`src/rtl/serial_adder_n_pkg.sv`:
```
// Purpose : shared FSM encodings and elaboration helpers for the serial adder.
// Latency : n/a (declarations only).
// Backpr. : n/a.
package serial_adder_n_pkg;

    typedef logic [1:0] state_t;

    localparam state_t S_IDLE = 2'd0;
    localparam state_t S_RUN  = 2'd1;
    localparam state_t S_DONE = 2'd2;

    // Ceiling log2, usable in parameter expressions; clog2(1) == 0.
    function automatic int clog2(input int n);
        int r;
        r = 0;
        while ((1 << r) < n) begin
            r = r + 1;
        end
        return r;
    endfunction

endpackage

```
`src/rtl/serial_adder_n_digit_adder.sv`:
```
// Purpose : DIGIT-bit ripple-carry adder built from full-adder cells.
// Latency : purely combinational.
// Backpr. : none (no handshake).
// Ports   : a, b (DIGIT) operands; cin carry-in; s (DIGIT) sum;
//           cout carry out of the top bit; c_msb carry into the top bit.
module serial_adder_n_digit_adder #(
    parameter int DIGIT = 1
) (
    input  logic [DIGIT-1:0] a,
    input  logic [DIGIT-1:0] b,
    input  logic             cin,
    output logic [DIGIT-1:0] s,
    output logic             cout,
    output logic             c_msb
);

    logic [DIGIT:0] c;

    assign c[0] = cin;

    for (genvar i = 0; i < DIGIT; i++) begin : g_fa
        assign s[i]   = a[i] ^ b[i] ^ c[i];
        assign c[i+1] = (a[i] & b[i]) | (c[i] & (a[i] ^ b[i]));
    end

    assign cout  = c[DIGIT];
    // Carry into the most significant bit; XOR with cout gives signed overflow.
    assign c_msb = c[DIGIT-1];

endmodule

```
`src/rtl/serial_adder_n.sv`:
```
// Purpose : digit-serial WIDTH-bit adder/subtractor, DIGIT bits per clock, LSB first.
// Latency : start accepted at edge 0, done pulses after edge N (N = WIDTH/DIGIT).
// Backpr. : start accepted only in IDLE/DONE; ignored while busy.
// Ports   : clk, rst_n (async active-low); start, sub, a, b, cin request;
//           busy, done status; sum, cout, ovf result (held until next accepted start).
module serial_adder_n
    import serial_adder_n_pkg::*;
#(
    parameter int WIDTH = 16,
    parameter int DIGIT = 1
) (
    input  logic             clk,
    input  logic             rst_n,
    input  logic             start,
    input  logic             sub,
    input  logic [WIDTH-1:0] a,
    input  logic [WIDTH-1:0] b,
    input  logic             cin,
    output logic             busy,
    output logic             done,
    output logic [WIDTH-1:0] sum,
    output logic             cout,
    output logic             ovf
);

    localparam int N  = WIDTH / DIGIT;
    localparam int CW = (clog2(N) < 1) ? 1 : clog2(N);

    if (WIDTH % DIGIT != 0) begin : g_bad_digit
        $error("serial_adder_n: WIDTH must be a multiple of DIGIT");
    end

    state_t          state;
    state_t          state_nxt;
    logic [CW-1:0]   count;
    logic [WIDTH-1:0] a_sr;
    logic [WIDTH-1:0] b_sr;
    logic            carry;

    logic [DIGIT-1:0] d_s;
    logic             d_cout;
    logic             d_cmsb;

    logic accept;
    logic last;

    // New digits enter the sum register at the MSB end so that after N
    // shifts the first (least significant) digit has reached bit 0.
    logic [WIDTH+DIGIT-1:0] sum_cat;

    assign accept  = start && ((state == S_IDLE) || (state == S_DONE));
    assign last    = (state == S_RUN) && (count == CW'(N - 1));
    assign sum_cat = {d_s, sum};

    serial_adder_n_digit_adder #(
        .DIGIT (DIGIT)
    ) u_digit_adder (
        .a     (a_sr[DIGIT-1:0]),
        .b     (b_sr[DIGIT-1:0]),
        .cin   (carry),
        .s     (d_s),
        .cout  (d_cout),
        .c_msb (d_cmsb)
    );

    // FSM state register
    always_ff @(posedge clk or negedge rst_n) begin
        if (!rst_n) begin
            state <= S_IDLE;
        end else begin
            state <= state_nxt;
        end
    end

    // FSM next-state logic
    always_comb begin
        state_nxt = state;
        case (state)
            S_IDLE, S_DONE: state_nxt = start ? S_RUN : S_IDLE;
            S_RUN:          state_nxt = last ? S_DONE : S_RUN;
            default:        state_nxt = S_IDLE;
        endcase
    end

    // FSM outputs: DONE lasts exactly one cycle, so done is a single pulse
    // and can never overlap busy.
    always_comb begin
        busy = (state == S_RUN);
        done = (state == S_DONE);
    end

    // Datapath: operand shifters, carry flop, counter and result registers.
    // Subtraction is a + ~b + ~cin, i.e. a - b - cin modulo 2^WIDTH.
    always_ff @(posedge clk or negedge rst_n) begin
        if (!rst_n) begin
            a_sr  <= '0;
            b_sr  <= '0;
            carry <= 1'b0;
            count <= '0;
            sum   <= '0;
            cout  <= 1'b0;
            ovf   <= 1'b0;
        end else if (accept) begin
            a_sr  <= a;
            b_sr  <= sub ? ~b : b;
            carry <= sub ? ~cin : cin;
            count <= '0;
        end else if (state == S_RUN) begin
            a_sr  <= a_sr >> DIGIT;
            b_sr  <= b_sr >> DIGIT;
            carry <= d_cout;
            sum   <= sum_cat[WIDTH+DIGIT-1:DIGIT];
            count <= count + CW'(1);
            if (last) begin
                cout <= d_cout;
                ovf  <= d_cout ^ d_cmsb;
            end
        end
    end

endmodule

```
`config.mk`:
```
export PLATFORM = sky130hd
export DESIGN_NAME = serial_adder_n
export DESIGN_NICKNAME = d
export VERILOG_FILES = /design/src/rtl/serial_adder_n_pkg.sv /design/src/rtl/serial_adder_n_digit_adder.sv /design/src/rtl/serial_adder_n.sv
export SDC_FILE = /design/constraint.sdc
export NUM_CORES = 1
export LEC_CHECK = 0
export BUFFER_PORTS_ARGS = -buffer_cell sky130_fd_sc_hd__buf_2
export CORE_MARGIN = 3
export CORE_UTILIZATION = 48
export CTS_CLUSTER_SIZE = 20
export DETAILED_ROUTE_END_ITERATION = 6
export PLACE_DENSITY = 0.76
export SETUP_SLACK_MARGIN = 0.3
export SLEW_MARGIN = 0
export SYNTH_ARGS = -nofsm -noshare
export SYNTH_HDL_FRONTEND = slang
export SYNTH_HIERARCHICAL = 1
export SYNTH_SLANG_ARGS = --single-unit
```
`constraint.sdc`:
```
create_clock -name clk -period 1.3 [get_ports clk]
set_input_delay 0.065 -clock clk [delete_from_list [all_inputs] [get_ports clk]]
set_output_delay 0.065 -clock clk [all_outputs]
set_load 0.01 [all_outputs]
```
Word-level counts from Yosys, hierarchy flattened --
Cells that the tools add are included.
Word-level totals: register bits after elaboration 57, bits of input ports 37, word-level logic and storage cells 42
Operators by class: $add $sub $neg 1, equal/unequal tests 3, muxes and demuxes 13, bitwise logic cells 9, reductions and logical operators 8
Operator list (number):
- 16-bit two-way mux | 5
- 16-bit NOT | 1
- 4-bit two-way mux | 2
- 4-bit by 1-bit adder with 4-bit output, second input constant | 1
- 4-bit equality test, second input constant | 1
- 1-bit two-way mux | 4
- 2-bit one-hot mux with 2 select lines | 1
- 3-bit AND reduction | 1
- 1-bit bitwise XOR | 3
- 1-bit AND | 2
- 2-bit by 1-bit equality test with 1-bit output, second input constant | 1
- 2-bit equality test, second input constant | 1
- 1-bit logical AND | 2
- 2-bit logical NOT | 1
- 2-bit two-way mux | 1
- 1-bit NOT | 2
- 2-bit AND reduction | 1
- 2-bit nonzero test | 1
- 2-bit OR reduction | 1
- 1-bit logical OR | 1
- 1-bit OR | 1

Depth between registers and ports, before layout --
depth after elaboration 5, depth in mapped cells 6

By module --
The synthesis kept the hierarchy.
By module, submodules not included:
- serial_adder_n | instances 1, cells an instance 242, area each 2518.7 um2, sequential area each 1426.4 um2
- serial_adder_n_digit_adder | instances 1, cells an instance 2, area each 27.5 um2, sequential area each 0.0 um2

Worst setup path after synthesis --
OpenSTA, ideal clock, no wires.
kind register to register, start point reg count[0], end point reg cout, setup time 128 ps, arrival time 1238 ps, data required time 1172 ps, setup slack -65 ps, cell stages (with the launch flop) 5, period minus slack after synthesis 1365 ps, cells stage by stage dfrtp_1 > ha_1 > and3_1 > and2_1 > mux2_1
Between the ends: longest elaborated chain between the ends 3
Ends and longest elaborated chain:
- start: declaration | RTL line serial_adder_n.sv:35 | logic [CW-1:0] count;
- start signal: assignment | RTL line serial_adder_n.sv:113 | count <= count + CW'(1);
- 4-bit equality test | RTL line serial_adder_n.sv:52 | assign last = (state == S_RUN) && (count == CW'(N - 1));
- 1-bit logical AND | RTL line serial_adder_n.sv:52
- 3-bit AND reduction (no source line)
- end signal: assignment | RTL line serial_adder_n.sv:115 | cout <= d_cout;
- end: declaration | RTL line serial_adder_n.sv:22 | output logic cout,
No other way between the ends. A chain may end at the register's enable or synchronous reset.

Worst setup path after layout --
Same ends and word-level chain as after synthesis.

==> run_results.csv <==
group,metric,value,unit
run_status,status,"finished, violations left",
run_status,violations,"negative setup slack",
synth,yosysTopAreaCell,"dfrtp_1",
setup_path,start_kind,"flop",
setup_path,crit_arrival,1.57,ns
clocking,numCtsBuffers,9,
worst_hold_path,worstHoldEndpoint,"b_sr[15]$_DFFE_PN0P_",
flow_run,max-cap-violations,0,
clocking,cts-root-buf,"clkbuf_8",
timing,fmax,741,MHz
placed_design,io_buffers,56,
synth,netlist.area_leader.share,56.0,%
timing,worstMarginPinSlew,0.441,ns
setup_path,cp_data_required_time,1.52,ns
synth,synth_seq_cells,57,
global_route,grt-ovfl-total,0,
setup_path,r2r_start,"count[0]$_DFFE_PN0P_",
synth,netlist_area,2550,um^2
worst_hold_path,hold_path_class,"input pin to flop",
synth,synth_area_leaders,"dfrtp_1 56%, nand2_1 9.4%, a221o_1 6.3%",
cells_and_area,seq_area,1430,um^2
route,antenna_left,0,
global_route,grt_use_met3,6.01,%
timing,setup_slack,-0.0499,ns
synth,synth-seq-area-share,56.0,%
cells_and_area,n_antenna_cell,0,
global_route,grt_pass1_vias,2226,
clocking,clock_sinks,57,
clocking,cts_max_path_buffers,2,
clocking,cts_tree,"built",
pwr,p_leak,0.00187,uW
cells_and_area,fin_cells,418,
floorplan,die_y,78.8,um
synth,synth_cells,244,
route,route.detailed.drc,0,
synth,synth_cell_types,27,
cells_and_area,drive_above_1_share,39.3,%
global_route,grt_pass1_wl,11.0,mm
floorplan,core_area,4910,um^2
cells_and_area,area_delta_synth_final,48.6,%
floorplan,initial_core_util,51.8,%
timing,hold_slack,0.0677,ns
placed_design,gp_congestion,0.740,
floorplan,die_x,78.8,um
setup_path,r2r_end,"cout$_DFFE_PN0P_",
worst_hold_path,min_from,"b[15]",
setup_path,rr_worst_depth,4,
floorplan,die-area,6210,um^2
synth,syn-num-nets,283,
global_route,antenna_found_initial,0,
timing,drv_slew,0,
floorplan,row_count,25,
worst_hold_path,hold_depth,3,
pwr,powerDensity,2520,nW/um^2
timing,finalSetupViolCount,25,
global_route,grtUsageMet2,38.8,%
cells_and_area,final_nets,385,
cells_and_area,fill_cells,280,
route,num_vias,2272,
clocking,clk_pin_slew,0.07,ns
cells_and_area,final_core_util,77.0,%
placed_design,dp_hpwl,3.52,mm
route,viasPerCell,5.44,
setup_path,critPathMaxFanout,2,
clocking,insertion_delay,0.35,ns
pwr,peakVddDrop,1.03,mV
floorplan,io_pins,57,
setup_path,regToRegSetupSlack,-0.05,ns
timing,final.setup_skew,0.0111,ns
placed_design,dpl.cell_count,364,
route,dr.pass1.iters,4,
global_route,top_usage_layer,"met2",
timing,min_period_over_period,104,%
global_route,groute.usage.overall,23.8,%
timing,period_needed,1.35,ns
clocking,h-tree-depth,3,
route,drt-total-wl,7.39,mm
timing,hold_viol_final,0,
synth,synth-warning-count,6,
synth,synth_area_per_cell,10.4,um^2
global_route,grt_use_met1,29.8,%
global_route,grt_max_degree,58,
timing,relSlewSlack,70.6,%
route,wl_per_cell,17.7,um
setup_path,path_class,"flop to flop",
cells_and_area,multi_input_area,1160,um^2
setup_path,endpoint_kind,"flop",
placed_design,place_ws,-0.0423,ns
timing,rsz0062_at_grt,"yes",
route,drtIter0Drc,146,
==> state kept, by name, indices dropped and copies added (netlist names) <==
signal / cells
sum: 16
ovf: 1
carry: 1
b_sr: 16
a_sr: 16
count: 4
cout: 1
state: 2
==> logic make-up after synthesis <==
kind of cell | after synthesis | synth area share [%]
flops | 57 | 56.0
compound gates | 38 | 12.5
xor+xnor | 19 | 6.54
mux | 2 | 0.835
buf+inv | 20 | 4.91
fa+ha+maj | 2 | 1.28
simple gates | 106 | 17.9
==> cells in the final DEF, fill, tap and decap left out, types with 2 or more instances in the layout <==
cell type       n
buf_8           5
nor2_4          2
dfrtp_1        57
nand2b_4        2
dlygate4sd3_1  17
clkinv_2        3
xor2_1          2
buf_16          3
buf_2          55
buf_4          15
nand2_1        60
a22oi_2         9
buf_12          4
nand2_2         3
buf_6           5
a22oi_1         6
nor2_1         17
clkbuf_8       11
clkbuf_16       3
clkbuf_1        2
nand3_1        12
a21oi_2         2
xnor2_1        16
a221o_1        16
a22o_1          3
nand3_2         4
==> through the flow <==
| step | TNS (ns) | cell area [um^2] | power (uW) |
|---|---|---|---|
| CTS | 0 | 3580 | 8590 |
| finish | -0.493 | 3780 | 9520 |
| global placement | 0 | 2960 | 6010 |
| global route | -1.97 | 3780 | 10000 |
| floorplan | 0 | 2570 | 5220 |
| detailed placement | -0.396 | 2960 | 6140 |
==> layout make-up <==
| class | instances | share of cell area, % |
|---|---|---|
| Tap cell | 67 | 2.22 |
| Clock buffer | 13 | 4.20 |
| Inverter | 1 | 0.298 |
| Clock inverter | 3 | 0.397 |
| Multi-Input combinational cell | 170 | 30.7 |
| Sequential cell | 57 | 37.7 |
| Timing Repair Buffer | 107 | 24.5 |
==> worst max-delay path, cell delays in order, from the launching register on <==
cell,delay (ns)
dfrtp_1,0.38
ha_2,0.21
and3_4,0.19
and2_4,0.15
mux2_4,0.29
==> routing by layer <==
layer	vias to the layer above	routed length, um
met5	-	0
met4	0	176
met3	17	423
met2	86	3720
met1	1123	3070
li1	1046	-
==> cell usage after synthesis <==
| cell type | instances |
|---|---|
| buf_4 | 4 |
| xor2_1 | 2 |
| nand2_1 | 64 |
| buf_2 | 10 |
| a21oi_1 | 2 |
| xnor2_1 | 17 |
| nor2_8 | 1 |
| clkbuf_1 | 3 |
| o21ai_0 | 2 |
| nand2b_1 | 2 |
| nand4_1 | 1 |
| ha_1 | 1 |
| nand3b_1 | 1 |
| nor2b_1 | 2 |
| buf_6 | 2 |
| mux2i_1 | 1 |
| and3_1 | 1 |
| nor2_1 | 17 |
| nand3_1 | 16 |
| a221o_1 | 16 |
| mux2_1 | 1 |
| dfrtp_1 | 57 |
| a22oi_1 | 15 |
| a22o_1 | 3 |
| fa_1 | 1 |
| inv_8 | 1 |
| and2_1 | 1 |
==> repair_timing <==
| action | CTS | global route |
|---|---|---|
| hold endpoints to repair | 73 | 0 |
| pin swaps | 7 | 11 |
| endpoints found under the setup margin | 59 | 59 |
| hold buffers | 17 | 0 |
| gates cloned | 6 | 3 |
| gates resized for setup | 31 | 23 |
| buffers inserted | 7 | 5 |
==> worst max path at each step <==
stage                                    start                    to  slack [ns]  cells after the start
after floorplan             state[1]$_DFF_PN0_  b_sr[10]$_DFFE_PN0P_        0.03                      6
after global placement      state[1]$_DFF_PN0_      cout$_DFFE_PN0P_        0.01                      4
after detailed placement    state[1]$_DFF_PN0_   b_sr[6]$_DFFE_PN0P_       -0.04                      4
after CTS                   state[0]$_DFF_PN0_   b_sr[3]$_DFFE_PN0P_       0.008                      5
after global routing        state[1]$_DFF_PN0_   a_sr[4]$_DFFE_PN0P_       -0.12                      6
final                     count[0]$_DFFE_PN0P_      cout$_DFFE_PN0P_       -0.05                      4
==> power by group <==
part | total, uW | internal, uW | switching (uW)
Clock | 1520 | 788 | 733
Combinational | 4780 | 2490 | 2290
Sequential | 3220 | 2590 | 628
Note: power is estimated with default switching activity, not from simulation.
